<file path="config.mk">
export PLATFORM = sky130hd
export DESIGN_NAME = deal_scheduler
export DESIGN_NICKNAME = d
export VERILOG_FILES = /design/src/rtl/deal_scheduler.sv
export SDC_FILE = /design/constraint.sdc
export NUM_CORES = 1
export LEC_CHECK = 0
export CORE_ASPECT_RATIO = 0.6
export CORE_MARGIN = 4
export CORE_UTILIZATION = 50
export CTS_BUF_LIST = sky130_fd_sc_hd__clkbuf_4 sky130_fd_sc_hd__clkbuf_8
export CTS_CLUSTER_DIAMETER = 60
export DETAILED_ROUTE_END_ITERATION = 16
export DONT_BUFFER_PORTS = 1
export GPL_ROUTABILITY_DRIVEN = 0
export HOLD_SLACK_MARGIN = 0.08
export SYNTH_ARGS = -nofsm -noshare
export SYNTH_HDL_FRONTEND = slang
export SYNTH_SLANG_ARGS = --single-unit
</file>
<file path="constraint.sdc">
create_clock -name slow_clock -period 3.1 [get_ports slow_clock]
set_clock_uncertainty 0.05 [all_clocks]
set_input_delay 0.31 -clock slow_clock [delete_from_list [all_inputs] [get_ports slow_clock]]
set_output_delay 0.31 -clock slow_clock [all_outputs]
set_load 0.1 [all_outputs]
</file>
<file path="src/rtl/deal_scheduler.sv">
// Card-deal sequencer: queues hand-slot load requests, fetches cards over req/ack, forces reshuffles.
// Optional round statistics counters are built when ROUND_STATS_EN is defined.
module deal_scheduler #(
   parameter int FIFO_DEPTH = 4,
   parameter int SHOE_SIZE  = 52,
   parameter int CNT_W      = 8
) (
   input  logic             slow_clock,
   input  logic             resetb,
   input  logic [5:0]       load_req,
   output logic             card_req,
   input  logic             card_ack,
   input  logic [3:0]       card_in,
   output logic [5:0]       wr_en,
   output logic [3:0]       wr_card,
   output logic             deal_done,
   output logic             busy,
   output logic             shuffle_req,
   input  logic             shuffle_done,
   output logic [5:0]       cards_left,
   output logic             req_err,
   input  logic             round_end,
   input  logic             player_win_light,
   input  logic             dealer_win_light,
   output logic [CNT_W-1:0] p_wins,
   output logic [CNT_W-1:0] d_wins,
   output logic [CNT_W-1:0] ties
);
   localparam int PW = $clog2(FIFO_DEPTH);
   localparam int QW = PW + 1;

   typedef enum logic [1:0] {IDLE, REQ, WRITE, SHUFFLE} state_t;
   state_t state, nxt;

   logic [2:0]    mem [FIFO_DEPTH];
   logic [PW-1:0] wr_ptr, rd_ptr;
   logic [QW-1:0] count;
   logic [2:0]    push_slot, head;
   logic          push, pop, full, push_ok, multi, card_ok, ack_ok, card_bad;
   logic [3:0]    card_q;

   always_comb begin
      push_slot = 3'd0;
      for (int i = 5; i >= 0; i--)
         if (load_req[i]) push_slot = 3'(i);
   end

   assign push     = |load_req;
   assign multi    = (load_req & (load_req - 6'd1)) != 6'd0;
   assign pop      = (state == WRITE);
   assign full     = (count == QW'(FIFO_DEPTH));
   // a pop in the same cycle frees the slot, so a push into a full queue is still taken
   assign push_ok  = push && (!full || pop);
   assign head     = mem[rd_ptr];
   assign card_ok  = (card_in != 4'd0) && (card_in <= 4'd13);
   assign ack_ok   = (state == REQ) && card_req && card_ack && card_ok;
   assign card_bad = (state == REQ) && card_req && card_ack && !card_ok;

   always_ff @(posedge slow_clock)
      if (push_ok) mem[wr_ptr] <= push_slot;

   always_ff @(posedge slow_clock or negedge resetb) begin
      if (!resetb) begin
         wr_ptr <= '0;
         rd_ptr <= '0;
         count  <= '0;
      end else begin
         if (push_ok) wr_ptr <= wr_ptr + 1'b1;
         if (pop)     rd_ptr <= rd_ptr + 1'b1;
         case ({push_ok, pop})
            2'b10:   count <= count + 1'b1;
            2'b01:   count <= count - 1'b1;
            default: count <= count;
         endcase
      end
   end

   always_comb begin
      nxt = state;
      case (state)
         IDLE:    if (count != '0) nxt = (cards_left == 6'd0) ? SHUFFLE : REQ;
         REQ:     if (ack_ok) nxt = WRITE;
         WRITE:   nxt = IDLE;
         SHUFFLE: if (shuffle_done) nxt = IDLE;
         default: nxt = IDLE;
      endcase
   end

   // card_req is registered: it rises one cycle into REQ and drops for one cycle after any ack
   always_ff @(posedge slow_clock or negedge resetb) begin
      if (!resetb) begin
         state      <= IDLE;
         card_req   <= 1'b0;
         card_q     <= 4'd0;
         cards_left <= 6'(SHOE_SIZE);
         req_err    <= 1'b0;
      end else begin
         state    <= nxt;
         card_req <= (state == REQ) && !(card_req && card_ack);
         if (ack_ok) card_q <= card_in;
         if (state == WRITE && cards_left != 6'd0)
            cards_left <= cards_left - 6'd1;
         else if (state == SHUFFLE && shuffle_done)
            cards_left <= 6'(SHOE_SIZE);
         if (multi || (push && full && !pop) || card_bad) req_err <= 1'b1;
      end
   end

   assign wr_en       = (state == WRITE) ? (6'b000001 << head) : 6'b000000;
   assign wr_card     = card_q;
   assign deal_done   = (state == WRITE);
   assign shuffle_req = (state == SHUFFLE);
   assign busy        = (state != IDLE) || (count != '0);

`ifdef ROUND_STATS_EN
   localparam logic [CNT_W-1:0] CMAX = '1;
   always_ff @(posedge slow_clock or negedge resetb) begin
      if (!resetb) begin
         p_wins <= '0;
         d_wins <= '0;
         ties   <= '0;
      end else if (round_end) begin
         if (player_win_light && dealer_win_light) begin
            if (ties != CMAX) ties <= ties + 1'b1;
         end else if (player_win_light) begin
            if (p_wins != CMAX) p_wins <= p_wins + 1'b1;
         end else if (dealer_win_light) begin
            if (d_wins != CMAX) d_wins <= d_wins + 1'b1;
         end
      end
   end
`else
   logic unused_stats;
   assign unused_stats = &{1'b0, round_end, player_win_light, dealer_win_light};
   assign p_wins = '0;
   assign d_wins = '0;
   assign ties   = '0;
`endif

endmodule

</file>
Word level (Yosys, flattened, before mapping)
Memory sizes are Yosys's and may differ from the RTL's.
Index checks and enable logic that the tools add are counted.

cells by class
  reduce and logical (&&, ||, !) cells = 31
  muxes and demuxes = 17
  magnitude comparators = 1
  equal/unequal tests = 9
  bitwise gates (word level) = 1
  $add $sub $neg = 6
  shift operators = 1

operator list
  cell                 count
  $mux 3               6
  $mux 6               3
  $logic_and 1x1->1    12
  $reduce_bool 6->1    2
  $sub 6x1->6 const B  2
  $mux 2               4
  $pmux 2 s4           1
  $and 6x6->6          1
  $eq 2x2->1 const B   3
  $logic_not 6->1      1
  $pmux 3 s2           1
  $reduce_bool 2->1    3
  $reduce_or 6->1      1
  $shl 1x3->6 const A  1
  $add 2x1->2 const B  2
  $eq 2x1->1 const B   2
  $le 4x4->1 const B   1
  $logic_not 1->1      4
  $logic_or 1x1->1     4
  $ne 2x2->1 const B   2
  $reduce_bool 4->1    1
  $add 3x1->3 const B  1
  $eq 3x3->1 const B   1
  $reduce_and 3->1     1
  5 further kinds      6

word-level totals
  memory bits (writable) = 12
  output and inout bits = 45
  memories kept = 1
  input port bits = 17
  bits in registers = 21

memory list
  name  words  width  read ports  clocked after Yosys merged registers in  wr ports  line  text
  mem   4      3      1           0                                        1         35    logic [2:0] mem [FIFO_DEPTH];

Depth between registers and ports, before layout
  depth in word-level cells = 6
  mapped depth = 7
  depth with buffers taken out = 7

Worst setup path after synthesis
No wires, ideal clock.

  path type = reg-to-output
  from = register rd_ptr[0]
  to = output port wr_en[0]
  buffers on the path = 1
  stages on the path, launching flop included = 4
  data required time = 2.740 ns
  path slack = -1.225 ns
  arrival = 3.965 ns
  cells stage by stage = dfrtp_1 buf_2 mux4_2 nor4_1

on the way
  cells in the longest elaborated chain, start to end = 3

RTL lines
  what                    line  text
  from (decl)             36    logic [PW-1:0] wr_ptr, rd_ptr;
  from (signal assigned)  69    if (pop) rd_ptr <= rd_ptr + 1'b1;
  $mem_v2 4x3             n/a
  $shl 1x3->6             109   assign wr_en = (state == WRITE) ? (6'b000001 << head) : 6'b000000;
  $mux 6                  109
  to (decl)               14    output logic [5:0] wr_en,

Every way passes these cells.

Worst setup path in the final report
  from = register rd_ptr[0]
  to = output port wr_en[1]

The elaborated chain is that of the path after synthesis.

==> flow_metrics.tcl <==
set metrics [dict create \
    status "finished, final reports clean" \
    muxShareOfSynthArea 0.0815 \
    fmax_mhz 417 \
    fp.dieH_um 56.2 \
    firstDrtPassIters 4 \
    grt_pass1_wl_um 6170 \
    synth_simple_gate_area_frac 0.146 \
    synth_top_family_by_area "simple AND/OR/NAND/NOR gates" \
    met2_usage 0.226 \
    syn_area_um2 1930 \
    synth_cell_type_count 50 \
    diodes 0 \
    postSynthAreaPerCell_um2 11.1 \
    synth_compound_area_frac 0.126 \
    synth-adder-area-share 0.0492 \
    yosys.area_share.xor_xnor 0.0136 \
    nets 217 \
    critical_path_class "reg2out" \
    initial_core_util 0.523 \
    start_kind "flip-flop" \
    viasPerCell 5.44 \
    coreArea_um2 3700 \
    rsz0062_at_grt "false" \
    cp.required_ns 2.74 \
    final_cell_mix "conb_1 (24), dfrtp_1 (18), edfxtp_1 (12)" \
    cts_made_buffers 5 \
    slew_headroom 0.319 \
    dieArea_um2 4960 \
    grt.busiest_layer "met1" \
    wl_um 3700 \
    grt_pass1_vias 1314 \
    dp_worst_setup_slack_ns 0.749 \
    layout.cells.most_common "conb_1" \
    clockBufferDepth 2 \
    num_rows 17 \
    tightest_slew_ns 1.03 \
    yosysWarnings 0 \
    hold_viol 0 \
    final_layout_size_suffix_gt1_frac 0.227 \
    die_width_um 88.3 \
    synthArstFlopShare 0.636 \
    fin_hold_ws_ns 0.126 \
    dp_cells 230 \
    grt_max_degree 22 \
    grt_util_met1 0.227 \
    ys_seq_area_frac 0.460 \
    cp.arrival_ns 2.04 \
    crit_path_top_delay_cell "mux4_2" \
    crit_path_start "rd_ptr[0]" \
    maxCapViolCount 0 \
    htreeDepth 2 \
    final_cell_count_no_fill 241 \
    insertion_delay_ns 0.28 \
    worst_setup_path_end_kind "primary output" \
    r2r_start "state[0]" \
    cp_max_fo 5 \
    vias 1311 \
    clk_pin_slew_worst_paths_ns 0.06 \
    period_share 0.773 \
    synthCells 174 \
    port_buffers 0 \
    antenna_left 0 \
    post-route-util 0.585 \
    ios 62 \
    first_iter_violations 88 \
    final-max-slew-violation-count 0 \
    slowest_delay_ns 0.64 \
    synth_edf_count 12 \
    wl_per_cell_um 15.3 \
    period_needed_ns 2.40 \
    dp_hpwl_um 2900 \
    antenna_found_initial 0 \
    crit_path_cell_trace "mux4_2 > nor2_1 > nand2_1 > nor2_2 > buf_4" \
    rrSetupSlack_ns 0.96 \
    area_delta_synth_final_pct 11.8 \
    cts_tree "yes" \
    track_usage 0.161 \
    grtUsageMet3 0.0680 \
    grt-ovfl-total 0 \
    hold_class "in2reg" \
    setup_viol 0 \
    cp-endpoint "wr_en[1]" \
    cts-root-buf "clkbuf_8" \
    timing.rr.end "count[2]" \
    synth_seq_cells 33 \
    cts.sink_count 33 \
    setup_ws_ns 0.704 \
    synth-main-ff-cell "dfrtp_1" \
    post_cts_buffers 0 \
    reg2regPathDepth 8 \
    drc 0 \
]
==> flip-flops by register name, indices dropped and copies added, names as in the netlist <==
signal	count
cards_left	6
rd_ptr	2
wr_card	4
req_err	1
state	2
mem	12
wr_ptr	2
card_req	1
count	3
==> layer usage <==
metal	up-vias	share of wire
met1	616	0.48
met2	69	0.40
met3	2	0.11
li1	624	-
met4	0	0.0022
met5	-	0
==> per-stage QoR <==
stage,area (µm²),TNS (ns)
floorplan,2030,-0.169
global placement,2040,0
detailed placement,2040,0
CTS,2160,0
global route,2160,0
finish,2160,0
==> synth_stat cells (all sizes together) (2+ instances only) <==
cell type	count	area share
nand3	3	0.0078
nor2	13	0.030
and2	4	0.013
nand2	7	0.014
buf	26	0.098
mux4	3	0.035
a31oi	5	0.024
mux2	5	0.031
nand2b	4	0.013
or2	3	0.0097
dfrtp	18	0.23
dfstp	3	0.041
inv	11	0.021
mux2i	3	0.016
ha	6	0.039
a311oi	3	0.017
xnor2	3	0.014
and3	2	0.0065
edfxtp	12	0.19
o22ai	2	0.0065
a211o	2	0.0091
nor4	5	0.016
a21oi	4	0.010
o21ai	5	0.013
a41oi	4	0.018
==> logic make-up after synthesis <==
kind of cell | count (synthesis)
muxes | 11
DFF | 33
and+or+nand+nor | 49
xor gates and xnor gates | 3
adders and majority gates | 7
buffers and inverters | 38
other | 1
AOI/OAI and AO/OA | 32
==> critical path, delay by kind of cell, from the launching register on <==
kind                   cells  cell delay [ns]
buffers and inverters      1             0.29
flip-flops                 1             0.49
multiplexers               1             0.64
AND/OR/NAND/NOR            3             0.33
==> cell type report <==
| cell class | instances | area [µm²] |
|---|---|---|
| fill | 322 | 1540 |
| multi-input combinational | 126 | 940 |
| sequential | 33 | 890 |
| timing repair buffer | 15 | 133 |
| clock buffer | 8 | 97.6 |
| tap | 47 | 58.8 |
| inverter | 12 | 45.0 |
==> how the worst min path moves through the flow <==
stage               start            end  slack, ns  depth (start not counted)
2_1_floorplan      resetb       card_req      -0.04                          0
3_3_place_gp       resetb  cards_left[0]      -0.04                          0
3_5_place_dp       resetb  cards_left[3]      -0.04                          0
4_1_cts        card_in[2]     wr_card[2]       0.12                          1
5_1_grt        card_in[2]     wr_card[2]       0.12                          1
6_report       card_in[2]     wr_card[2]       0.13                          1
==> what timing repair did <==
item | CTS | global route
resized for setup | 0 | 0
hold buffers | 3 | 0
hold endpoints to repair | 24 | 0
Power is left out: the tool's default activity adds up to more than one toggle a clock period on the data nets, which glitch-free logic cannot reach.
